==> src/rtl/pipe_stage_skid.sv <==
// Inter-stage pipeline register with valid/ready handshake and a two-entry skid buffer.
// The main register drives the downstream outputs directly; the skid register absorbs the
// one extra beat that arrives while the registered upstream ready is still high. A flush
// squashes everything held and presents a NOP, and a saturating counter tracks cycles in
// which the stage did not hand a beat downstream.
module pipe_stage_skid #(
    parameter int                INST_W   = 32,
    parameter int                ADDR_W   = 32,
    parameter logic [INST_W-1:0] NOP_INST = INST_W'(32'h0000_0013),
    parameter int                CNT_W    = 16
) (
    input  logic              clk,
    input  logic              rst,
    input  logic              valid_i,
    input  logic [INST_W-1:0] inst_i,
    input  logic [ADDR_W-1:0] inst_addr_i,
    output logic              ready_o,
    output logic              valid_o,
    output logic [INST_W-1:0] inst_o,
    output logic [ADDR_W-1:0] inst_addr_o,
    input  logic              ready_i,
    input  logic              hold_flag_i,
    input  logic              flush_i,
    output logic [CNT_W-1:0]  bubble_cnt_o
);

    typedef enum logic [1:0] {
        ST_EMPTY = 2'd0,
        ST_ONE   = 2'd1,
        ST_TWO   = 2'd2
    } state_t;

    state_t            state;

    // skid entry: second beat parked while the main entry is stalled
    logic [INST_W-1:0] skid_inst_p0;
    logic [ADDR_W-1:0] skid_addr_p0;

    // main entry: drives the downstream interface
    logic              vld_p1;
    logic [INST_W-1:0] main_inst_p1;
    logic [ADDR_W-1:0] main_addr_p1;

    logic              ready_r;
    logic [CNT_W-1:0]  bubble_cnt;

    logic              acc_in;
    logic              rdy_eff;
    logic              acc_out;

    // Counter increment that sticks at all-ones instead of wrapping.
    function automatic logic [CNT_W-1:0] sat_inc(input logic [CNT_W-1:0] c);
        if (&c) begin
            return c;
        end
        return c + CNT_W'(1);
    endfunction

    // A control stall looks exactly like downstream back-pressure.
    assign rdy_eff = ready_i & ~hold_flag_i;
    assign acc_in  = valid_i & ready_r;
    assign acc_out = vld_p1 & rdy_eff;

    assign ready_o      = ready_r;
    assign valid_o      = vld_p1;
    assign inst_o       = main_inst_p1;
    assign inst_addr_o  = main_addr_p1;
    assign bubble_cnt_o = bubble_cnt;

    // Handshake FSM; every output-facing value is registered here, and an empty main
    // entry always carries NOP/zero so no stale payload leaks downstream.
    always_ff @(posedge clk or negedge rst) begin
        if (!rst) begin
            state        <= ST_EMPTY;
            ready_r      <= 1'b1;
            vld_p1       <= 1'b0;
            main_inst_p1 <= NOP_INST;
            main_addr_p1 <= '0;
            skid_inst_p0 <= NOP_INST;
            skid_addr_p0 <= '0;
        end else if (flush_i) begin
            // flush wins over any accept on this edge; a beat leaving now is already delivered
            state        <= ST_EMPTY;
            ready_r      <= 1'b1;
            vld_p1       <= 1'b0;
            main_inst_p1 <= NOP_INST;
            main_addr_p1 <= '0;
            skid_inst_p0 <= NOP_INST;
            skid_addr_p0 <= '0;
        end else begin
            case (state)
                ST_EMPTY: begin
                    if (acc_in) begin
                        state        <= ST_ONE;
                        vld_p1       <= 1'b1;
                        main_inst_p1 <= inst_i;
                        main_addr_p1 <= inst_addr_i;
                    end
                end
                ST_ONE: begin
                    if (acc_in && acc_out) begin
                        main_inst_p1 <= inst_i;
                        main_addr_p1 <= inst_addr_i;
                    end else if (acc_in) begin
                        // ready was still high when the main entry stalled: park the beat
                        state        <= ST_TWO;
                        ready_r      <= 1'b0;
                        skid_inst_p0 <= inst_i;
                        skid_addr_p0 <= inst_addr_i;
                    end else if (acc_out) begin
                        state        <= ST_EMPTY;
                        vld_p1       <= 1'b0;
                        main_inst_p1 <= NOP_INST;
                        main_addr_p1 <= '0;
                    end
                end
                ST_TWO: begin
                    // ready_r is low here, so nothing new can arrive
                    if (acc_out) begin
                        state        <= ST_ONE;
                        ready_r      <= 1'b1;
                        main_inst_p1 <= skid_inst_p0;
                        main_addr_p1 <= skid_addr_p0;
                        skid_inst_p0 <= NOP_INST;
                        skid_addr_p0 <= '0;
                    end
                end
                default: begin
                    state        <= ST_EMPTY;
                    ready_r      <= 1'b1;
                    vld_p1       <= 1'b0;
                    main_inst_p1 <= NOP_INST;
                    main_addr_p1 <= '0;
                end
            endcase
        end
    end

    // Bubble counter: any cycle without a completed downstream transfer; survives flush.
    always_ff @(posedge clk or negedge rst) begin
        if (!rst) begin
            bubble_cnt <= '0;
        end else if (!vld_p1 || !rdy_eff) begin
            bubble_cnt <= sat_inc(bubble_cnt);
        end
    end

endmodule
==> config.mk <==
export PLATFORM = sky130hd
export DESIGN_NAME = pipe_stage_skid
export DESIGN_NICKNAME = d
export VERILOG_FILES = /design/src/rtl/pipe_stage_skid.sv
export SDC_FILE = /design/constraint.sdc
export NUM_CORES = 1
export LEC_CHECK = 0
export CAP_MARGIN = 20
export CORE_MARGIN = 4
export CORE_UTILIZATION = 50
export CTS_BUF_LIST = sky130_fd_sc_hd__clkbuf_4 sky130_fd_sc_hd__clkbuf_8 sky130_fd_sc_hd__clkbuf_16
export CTS_CLUSTER_DIAMETER = 80
export DETAILED_ROUTE_END_ITERATION = 7
export GPL_ROUTABILITY_DRIVEN = 1
export GPL_TIMING_DRIVEN = 0
export PLACE_DENSITY = 0.84
export SYNTH_ARGS = -nofsm -noshare
export SYNTH_HDL_FRONTEND = slang
export SYNTH_SLANG_ARGS = --single-unit
==> constraint.sdc <==
create_clock -name clk -period 2.43 [get_ports clk]
set_clock_uncertainty 0.15 [all_clocks]
set_input_delay 0.6075 -clock clk [delete_from_list [all_inputs] [get_ports clk]]
set_output_delay 0.6075 -clock clk [all_outputs]
set_load 0.01 [all_outputs]
==> flow_results.xml, run 1 <==
<?xml version="1.0" encoding="UTF-8"?>
<metrics>
  <group name="clock_network">
    <metric name="tritoncts.num_buffers" unit="">17</metric>
    <metric name="cts_tree" unit="">yes</metric>
    <metric name="worst_setup_hold_path_clk_slew" unit="ps">60</metric>
    <metric name="clk_path_buf_depth" unit="">2</metric>
    <metric name="post-cts-setup-buffer-count" unit="">0</metric>
    <metric name="tritoncts_num_sinks" unit="">148</metric>
    <metric name="cts_htree_levels" unit="">4</metric>
    <metric name="ctsRootBufferMaster" unit="">sky130_fd_sc_hd__clkbuf_16</metric>
    <metric name="clock_insertion_delay_worst_skew" unit="ps">420</metric>
  </group>
  <group name="synthesis">
    <metric name="syn-num-nets" unit="">735</metric>
    <metric name="syn_area" unit="mm2">0.00738</metric>
    <metric name="yosysWarningCount" unit="">0</metric>
    <metric name="synth_seq_cells" unit="">148</metric>
    <metric name="post_synth_inst_count" unit="">664</metric>
    <metric name="async_reset_ff_share" unit="%">100</metric>
    <metric name="synth_top_flop_cell" unit="">sky130_fd_sc_hd__dfrtp_1</metric>
    <metric name="netlist_top_cells_count" unit="">sky130_fd_sc_hd__dfrtp_1, sky130_fd_sc_hd__mux2i_1, sky130_fd_sc_hd__nand2_1</metric>
    <metric name="synth_top_area_share" unit="%">47.8</metric>
    <metric name="post_synth.cell_area_avg" unit="um2">11.1</metric>
    <metric name="synthTopCellsByArea" unit="">sky130_fd_sc_hd__dfrtp_1, sky130_fd_sc_hd__mux2i_1, sky130_fd_sc_hd__a22o_1</metric>
    <metric name="yosys.cell_types.count" unit="">42</metric>
    <metric name="yosysSeqAreaShare" unit="%">50.3</metric>
    <metric name="synthMostInstantiatedCell" unit="">sky130_fd_sc_hd__dfrtp_1</metric>
    <metric name="synth_edf_count" unit="">0</metric>
    <metric name="synth_top_area_cell" unit="">sky130_fd_sc_hd__dfrtp_1</metric>
  </group>
  <group name="pwr">
    <metric name="cell_internal_pwr" unit="mW">5.71</metric>
    <metric name="power.total" unit="mW">7.94</metric>
    <metric name="power-per-cell-area" unit="mW/mm2">808</metric>
    <metric name="power_frac_clock" unit="%">37.6</metric>
    <metric name="p_sw_share" unit="%">28.1</metric>
    <metric name="cellLeakagePower" unit="nW">4.35</metric>
    <metric name="max-vdd-ir-drop" unit="uV">632</metric>
    <metric name="total_switching_power" unit="mW">2.23</metric>
    <metric name="p_seq_share" unit="%">39.0</metric>
    <metric name="pwr-share-comb" unit="%">23.4</metric>
  </group>
  <group name="route">
    <metric name="drt-total-wl" unit="um">18300</metric>
    <metric name="wl_per_cell" unit="um">17.7</metric>
    <metric name="dr_total_vias" unit="">5771</metric>
    <metric name="detail_route.drc_violations" unit="">0</metric>
    <metric name="dr.first_iter.drc_count" unit="">436</metric>
    <metric name="route.detailed.vias_per_inst" unit="">5.60</metric>
    <metric name="drtPass1Iterations" unit="">5</metric>
    <metric name="drtAntennaViolNets" unit="">0</metric>
  </group>
  <group name="sta">
    <metric name="worst_slew_margin_rel" unit="%">61.2</metric>
    <metric name="finalWorstPathRequiredPeriod" unit="ps">2330</metric>
    <metric name="report.final.slew_viol_count" unit="">0</metric>
    <metric name="fmax" unit="MHz">429</metric>
    <metric name="hold_viol_final" unit="">0</metric>
    <metric name="min_period_over_period" unit="%">95.9</metric>
    <metric name="final_setup_violations" unit="">0</metric>
    <metric name="timing_worst_slew_pin_value" unit="ps">581</metric>
  </group>
  <group name="floorplan">
    <metric name="floorplan.io_pins" unit="">152</metric>
    <metric name="die_area" unit="mm2">0.0168</metric>
    <metric name="die_y" unit="um">129</metric>
    <metric name="floorplan.initialDensity" unit="%">51.0</metric>
    <metric name="rows" unit="">44</metric>
    <metric name="core_area" unit="mm2">0.0145</metric>
    <metric name="die_width" unit="um">129</metric>
  </group>
  <group name="critical_path">
    <metric name="worstRegToRegCells" unit="">5</metric>
    <metric name="rrSetupSlack" unit="ps">310</metric>
    <metric name="worst_setup_path_start_kind" unit="">input port</metric>
    <metric name="worst_setup_path_end_kind" unit="">register</metric>
    <metric name="critical_path_required" unit="ps">2630</metric>
    <metric name="critical_path_arrival" unit="ps">2530</metric>
    <metric name="worstPathMaxFanout" unit="">10</metric>
    <metric name="worst_flop_to_flop_path_endpoint" unit="">skid_inst_p0[29]</metric>
    <metric name="critPathKind" unit="">in -&gt; reg</metric>
    <metric name="critical_r2r_launch" unit="">ready_o</metric>
  </group>
  <group name="placement">
    <metric name="routabilityCongestion" unit="">0.785</metric>
    <metric name="place.detailed.hpwl" unit="um">12400</metric>
    <metric name="buffer_ports.inserted" unit="">150</metric>
    <metric name="place_area" unit="mm2">0.00914</metric>
  </group>
  <group name="final_layout">
    <metric name="drive_above_1_share" unit="%">10.0</metric>
    <metric name="stdcell_area" unit="mm2">0.00983</metric>
    <metric name="num_antenna_cells" unit="">0</metric>
    <metric name="final_util" unit="%">67.9</metric>
    <metric name="fin_nets" unit="">905</metric>
    <metric name="flow.area_growth_from_synthesis" unit="%">33.2</metric>
  </group>
  <group name="grt">
    <metric name="grt_antenna_before_repair" unit="">0</metric>
    <metric name="via_count_of_the_first_global_routing_pass" unit="">5786</metric>
    <metric name="grt_pass1_wl" unit="um">29600</metric>
    <metric name="grt_usage" unit="%">22.3</metric>
    <metric name="maximum_number_of_pins_on_one_net_before_global_route_repair" unit="">88</metric>
    <metric name="grt-ovfl-total" unit="">0</metric>
  </group>
  <group name="outcome">
    <metric name="result_of_the_run" unit="">finished, final reports clean</metric>
  </group>
  <group name="hold_path">
    <metric name="min_path_type" unit="">in -&gt; async</metric>
  </group>
  <group name="flow_run">
    <metric name="max_cap_viol_count" unit="">0</metric>
  </group>
</metrics>
[cell families (layout without fill, tap and decap cells)]
logic type	Yosys count	after routing	share of synthesized area (%)
buffers and inverters	111	294	6.41
multiplexers	123	123	16.7
XOR/XNOR	16	16	1.90
AND/OR/NAND/NOR	119	119	7.77
adder cells (fa/ha/maj)	1	1	0.170
flip-flops	148	148	50.3
AO/OA/AOI/OAI	146	146	16.8
[state kept, by name, summed over array words and instances (netlist names)]
signal	cells
inst_o	32
state	2
bubble_cnt_o	16
skid_inst_p0	32
valid_o	1
ready_o	1
inst_addr_o	32
skid_addr_p0	32
[worst max-delay path by stage]
| stage | end | slack [ps] | startpoint |
|---|---|---|---|
| 2_1_floorplan | skid_addr_p0[0] | 560 | hold_flag_i |
| 3_3_place_gp | skid_addr_p0[23] | -5280 | rst |
| 3_5_place_dp | inst_addr_o[25] | -490 | hold_flag_i |
| 4_1_cts | inst_o[8] | 10 | hold_flag_i |
| 5_1_grt | skid_inst_p0[29] | -10 | hold_flag_i |
| 6_report | inst_o[8] | 100 | hold_flag_i |
[power by group through the flow]
stage	Clock [mW]	Sequential [mW]	Combinational (mW)
6_report	2.99	3.09	1.86
5_1_grt	3.13	3.14	2.04
4_1_cts	3.02	3.09	1.87
3_5_place_dp	0	3.13	1.85
3_3_place_gp	0	3.12	1.81
2_1_floorplan	0	3.17	0.915
[layer usage]
metal | up-vias | GRT usage [%] | part of all wire, %
li1 | 2740 | - | -
met1 | 2821 | 30.6 | 45
met2 | 190 | 35.5 | 48
met3 | 20 | 5.44 | 6.0
met4 | 0 | 6.78 | 1.3
met5 | - | 0 | 0
[worst max-delay path, cell delays in order]
cell	delay, ps
sky130_fd_sc_hd__clkdlybuf4s50_1	470
sky130_fd_sc_hd__nand3b_1	330
sky130_fd_sc_hd__a22oi_2	160
sky130_fd_sc_hd__nor2_2	430
sky130_fd_sc_hd__buf_2	340
sky130_fd_sc_hd__a22o_1	190
[repair_timing]
item                       CTS  global route
gates resized for setup      1             2
setup endpoints to repair   40            59
hold buffers                 0             0
[per-stage QoR]
step           cells  hold slack, ps  TNS, ps  setup slack, ps
3_3_place_gp     998             338  -805140            -5280
2_1_floorplan    664             162        0              561
4_1_cts         1031            24.9        0             9.62
3_5_place_dp     999             343   -41110             -488
5_1_grt         1031            50.6    -10.5            -10.5
6_report        1031            14.3        0              100
[cell usage in the layout, fill, tap and decap left out, types with 2 or more instances in the layout]
cell type                         instances
sky130_fd_sc_hd__bufinv_16                6
sky130_fd_sc_hd__clkinv_2                 3
sky130_fd_sc_hd__clkdlybuf4s50_1        149
sky130_fd_sc_hd__clkinv_4                 2
sky130_fd_sc_hd__nand4_1                  5
sky130_fd_sc_hd__and3b_1                  2
sky130_fd_sc_hd__nor2_2                   2
sky130_fd_sc_hd__o21ai_0                  2
sky130_fd_sc_hd__nor4_1                   8
sky130_fd_sc_hd__o2bb2ai_1               61
sky130_fd_sc_hd__and3_1                   3
sky130_fd_sc_hd__nor2_1                   6
sky130_fd_sc_hd__nand2b_1                 3
sky130_fd_sc_hd__mux2i_1                122
sky130_fd_sc_hd__nor3_1                   7
sky130_fd_sc_hd__and4_1                   2
sky130_fd_sc_hd__buf_4                    6
sky130_fd_sc_hd__clkbuf_1                15
sky130_fd_sc_hd__o21ba_2                  3
sky130_fd_sc_hd__a22o_1                  61
sky130_fd_sc_hd__nand3_1                  5
sky130_fd_sc_hd__buf_2                   27
sky130_fd_sc_hd__xor2_1                  13
sky130_fd_sc_hd__a21oi_1                  9
sky130_fd_sc_hd__a22oi_1                  3
sky130_fd_sc_hd__inv_1                   62
sky130_fd_sc_hd__nand2_1                 70
sky130_fd_sc_hd__xnor2_1                  3
sky130_fd_sc_hd__dfstp_2                  7
sky130_fd_sc_hd__dfrtp_1                141
sky130_fd_sc_hd__clkbuf_16               17
[cell type report]
cell class	count	area, um2
Timing Repair Buffer	151	1530
Sequential cell	148	3710
Inverter	62	233
Tap cell	184	230
Clock inverter	13	229
Fill cell	1101	4650
Buffer	49	240
Multi-Input combinational cell	405	3210
Clock buffer	19	447
No activity file was read; power rests on OpenSTA's default activity.
==> run 2: changes to the inputs <==
- ABC_AREA: unset -> 1
- CORE_UTILIZATION: 50 -> 40
- PLACE_DENSITY: 0.84 -> 0.7
- SLEW_MARGIN: unset -> 30
==> run 2 against run 1 <==
Against the previous run:
- wire length grew 22%
- critical path depth down 5
- sequential cell count stayed put
- die area is 33% higher
- register-to-register slack hardly changed
- cell area rose by 6.5%
- count of clock-buffer cells in the layout up 1
- synthesized cell count up 68%
- area after synthesis increased by 8.2%
- largest cell class is now multi-input gates
==> flow_results.xml, run 2 <==
<?xml version="1.0" encoding="UTF-8"?>
<metrics>
  <group name="synthesis">
    <metric name="post_synth_inst_count" unit="">1116</metric>
    <metric name="syn-num-nets" unit="">1187</metric>
    <metric name="synth_seq_cells" unit="">148</metric>
    <metric name="synth_edf_count" unit="">0</metric>
    <metric name="synth_top_area_cell" unit="">sky130_fd_sc_hd__dfrtp_1</metric>
    <metric name="yosysSeqAreaShare" unit="%">46.5</metric>
    <metric name="yosysWarningCount" unit="">0</metric>
    <metric name="synth_top_area_share" unit="%">44.2</metric>
    <metric name="yosys.cell_types.count" unit="">26</metric>
    <metric name="netlist_top_cells_count" unit="">sky130_fd_sc_hd__nand2_1, sky130_fd_sc_hd__dfrtp_1, sky130_fd_sc_hd__nand3_1</metric>
    <metric name="synthMostInstantiatedCell" unit="">sky130_fd_sc_hd__nand2_1</metric>
    <metric name="synthTopCellsByArea" unit="">sky130_fd_sc_hd__dfrtp_1, sky130_fd_sc_hd__nand2_1, sky130_fd_sc_hd__nand3_1</metric>
    <metric name="post_synth.cell_area_avg" unit="um2">7.15</metric>
    <metric name="syn_area" unit="mm2">0.00798</metric>
    <metric name="async_reset_ff_share" unit="%">100</metric>
    <metric name="synth_top_flop_cell" unit="">sky130_fd_sc_hd__dfrtp_1</metric>
  </group>
  <group name="sta">
    <metric name="grt_setup_unrepaired" unit="">no</metric>
    <metric name="fmax" unit="MHz">439</metric>
    <metric name="min_period_over_period" unit="%">93.7</metric>
    <metric name="hold_viol_final" unit="">0</metric>
    <metric name="worst_slew_margin_rel" unit="%">60.2</metric>
    <metric name="finalWorstPathRequiredPeriod" unit="ps">2280</metric>
    <metric name="final_setup_violations" unit="">0</metric>
    <metric name="timing.hold.ws" unit="ps">315</metric>
    <metric name="report.final.slew_viol_count" unit="">0</metric>
    <metric name="timing_worst_slew_pin_value" unit="ps">597</metric>
  </group>
  <group name="clock_network">
    <metric name="worst_setup_hold_path_clk_slew" unit="ps">70</metric>
    <metric name="post-cts-setup-buffer-count" unit="">0</metric>
    <metric name="cts_tree" unit="">yes</metric>
    <metric name="clock_insertion_delay_worst_skew" unit="ps">430</metric>
    <metric name="tritoncts_num_sinks" unit="">148</metric>
    <metric name="cts_htree_levels" unit="">4</metric>
    <metric name="tritoncts.num_buffers" unit="">17</metric>
    <metric name="ctsRootBufferMaster" unit="">sky130_fd_sc_hd__clkbuf_16</metric>
    <metric name="clk_path_buf_depth" unit="">2</metric>
  </group>
  <group name="final_layout">
    <metric name="final_common_cell" unit="">sky130_fd_sc_hd__nand2_1</metric>
    <metric name="layout.cells.most_common_list" unit="">sky130_fd_sc_hd__nand2_1, sky130_fd_sc_hd__clkdlybuf4s50_1, sky130_fd_sc_hd__dfrtp_1, sky130_fd_sc_hd__nand3_1, sky130_fd_sc_hd__nand3b_1</metric>
    <metric name="flow.area_growth_from_synthesis" unit="%">31.2</metric>
    <metric name="drive_above_1_share" unit="%">8.22</metric>
    <metric name="layout.cells.non_filler" unit="">1568</metric>
    <metric name="fin_nets" unit="">1359</metric>
  </group>
  <group name="grt">
    <metric name="grt_usage" unit="%">20.7</metric>
    <metric name="maximum_number_of_pins_on_one_net_before_global_route_repair" unit="">84</metric>
    <metric name="via_count_of_the_first_global_routing_pass" unit="">7437</metric>
    <metric name="grt-ovfl-total" unit="">0</metric>
    <metric name="grt_antenna_before_repair" unit="">2</metric>
    <metric name="grt_pass1_wl" unit="um">37200</metric>
  </group>
  <group name="outcome">
    <metric name="result_of_the_run" unit="">finished, final reports clean</metric>
  </group>
  <group name="critical_path">
    <metric name="critPathKind" unit="">reg -&gt; out</metric>
    <metric name="critical_r2r_launch" unit="">bubble_cnt_o[0]</metric>
    <metric name="slowest_cell_on_the_critical_path" unit="">sky130_fd_sc_hd__clkdlybuf4s50_1</metric>
    <metric name="critical_path_required" unit="ps">1670</metric>
    <metric name="rrSetupSlack" unit="ps">300</metric>
    <metric name="worstRegToRegCells" unit="">6</metric>
    <metric name="worst_setup_path_start_kind" unit="">register</metric>
    <metric name="worstPathMaxFanout" unit="">8</metric>
    <metric name="critical_path.max_stage_delay" unit="ps">600</metric>
    <metric name="worst_flop_to_flop_path_endpoint" unit="">bubble_cnt_o[2]</metric>
    <metric name="critical_path.cell_chain" unit="">clkdlybuf4s50_1</metric>
    <metric name="worst_setup_path_end_kind" unit="">output pin</metric>
    <metric name="critical_path_arrival" unit="ps">1520</metric>
    <metric name="critical-path-top-delay-family" unit="">buffers and inverters</metric>
    <metric name="path_buf_inv" unit="">1</metric>
  </group>
  <group name="route">
    <metric name="drt-total-wl" unit="um">22300</metric>
    <metric name="route.detailed.vias_per_inst" unit="">4.84</metric>
    <metric name="dr_total_vias" unit="">7584</metric>
    <metric name="drtAntennaViolNets" unit="">0</metric>
    <metric name="wl_per_cell" unit="um">14.2</metric>
    <metric name="detail_route.drc_violations" unit="">0</metric>
    <metric name="dr.first_iter.drc_count" unit="">395</metric>
    <metric name="drtPass1Iterations" unit="">6</metric>
  </group>
  <group name="placement">
    <metric name="place.detailed.hpwl" unit="um">15600</metric>
    <metric name="routabilityCongestion" unit="">0.840</metric>
    <metric name="buffer_ports.inserted" unit="">151</metric>
    <metric name="placedCellCount" unit="">1533</metric>
  </group>
  <group name="hold_path">
    <metric name="number_of_stages_on_the_worst_hold_path" unit="">2</metric>
    <metric name="hold_end" unit="">skid_inst_p0[4]</metric>
    <metric name="min_path_type" unit="">reg -&gt; reg</metric>
    <metric name="critical_hold_path_startpoint" unit="">skid_inst_p0[4]</metric>
  </group>
  <group name="flow_run">
    <metric name="max_cap_viol_count" unit="">0</metric>
  </group>
  <group name="pwr">
    <metric name="max-vdd-ir-drop" unit="uV">605</metric>
    <metric name="cellLeakagePower" unit="nW">5.18</metric>
    <metric name="power-per-cell-area" unit="mW/mm2">1020</metric>
    <metric name="power.total" unit="mW">10.7</metric>
  </group>
  <group name="floorplan">
    <metric name="die_width" unit="um">149</metric>
    <metric name="core_area" unit="mm2">0.0195</metric>
    <metric name="floorplan.io_pins" unit="">152</metric>
    <metric name="floorplan.initialDensity" unit="%">40.9</metric>
    <metric name="die_area" unit="mm2">0.0223</metric>
    <metric name="rows" unit="">51</metric>
    <metric name="die_y" unit="um">149</metric>
  </group>
</metrics>
## run 2: changes by cell type in the layout (fill, tap and decap cells not counted), sizes merged, moves of 8 or more
cell / before / now
mux2i: 122 / 0
nand3b: 1 / 62
inv: 63 / 34
o21ai: 2 / 20
nor3: 8 / 0
nor2: 8 / 33
xor2: 13 / 2
nand3: 5 / 139
a21oi: 10 / 1
nor4: 9 / 0
nand2: 71 / 607
buf: 36 / 56
o2bb2ai: 61 / 0
a22o: 61 / 0
## run 2: cells by family (layout without fill, tap and decap cells)
family | Yosys count | in the layout | share of synthesized area, %
simple gates | 847 | 847 | 45.5
flops | 148 | 148 | 46.5
buf+inv | 96 | 281 | 6.08
compound gates | 21 | 21 | 1.41
xor+xnor | 3 | 3 | 0.329
fa+ha+maj | 1 | 1 | 0.157
other cells | 0 | 2 | 0
## run 2: layout make-up
| class | instances | area (um2) |
|---|---|---|
| flip-flops and latches | 148 | 3710 |
| repair buffers | 153 | 1550 |
| well taps | 265 | 332 |
| multi-input cells | 872 | 3790 |
| clock inverters | 12 | 146 |
| inverters | 29 | 109 |
| plain buffers | 67 | 377 |
| clock buffers | 20 | 448 |
| diodes | 2 | 5.00 |
| fillers | 1906 | 9060 |
## run 2: timing repair
item | 4_1_cts | 5_1_grt
gates resized for setup | 0 | 1
hold endpoints to repair | 27 | 0
endpoints found under the setup margin | 0 | 60
hold buffers | 1 | 0
## run 2: per-stage QoR
| stage | setup TNS [ps] | setup WS (ps) | cell area, um2 | util (%) |
|---|---|---|---|---|
| after global routing | 0 | 93.2 | 10500 | 53.6 |
| after CTS | 0 | 80.4 | 10500 | 53.6 |
| after detailed placement | -22680 | -362 | 9860 | 50.5 |
| after floorplan | 0 | 606 | 7980 | - |
| final | 0 | 153 | 10500 | 53.6 |
| after global placement | -847160 | -5670 | 9820 | 50.3 |
## run 2: how the worst max path moves through the flow
stage                               start          endpoint  slack [ps]  depth (start not counted)
final                     bubble_cnt_o[0]   bubble_cnt_o[0]         150                          1
after global routing      bubble_cnt_o[0]   bubble_cnt_o[0]          90                          1
after CTS                         valid_i    inst_addr_o[6]          80                          8
after detailed placement          valid_i    inst_addr_o[6]        -360                          8
after global placement                rst   bubble_cnt_o[1]       -5670                          1
after floorplan           bubble_cnt_o[0]  bubble_cnt_o[10]         610                          9
## run 2: worst reg2reg max path, cell delays in order (launching register included)
cell and delay (ps):
sky130_fd_sc_hd__dfrtp_1 500, sky130_fd_sc_hd__ha_1 330, sky130_fd_sc_hd__inv_1 60, sky130_fd_sc_hd__nor2_1 220
sky130_fd_sc_hd__nand2_1 180, sky130_fd_sc_hd__o21ai_2 430, sky130_fd_sc_hd__o21ai_0 130
## run 2: layer usage
metal	global-route usage [%]	share of wire (%)	vias up
met3	4.22	5.5	32
met4	7.05	2.1	0
met2	32.7	46	205
met5	0	0	-
met1	28.5	47	3463
li1	-	-	3884
## run 2: where the power goes
part | switching (mW) | total (mW) | internal (mW)
combinational | 2.51 | 4.34 | 1.83
sequential | 0.457 | 3.70 | 3.25
clock | 1.11 | 2.69 | 1.57
total | 4.08 | 10.7 | 6.65
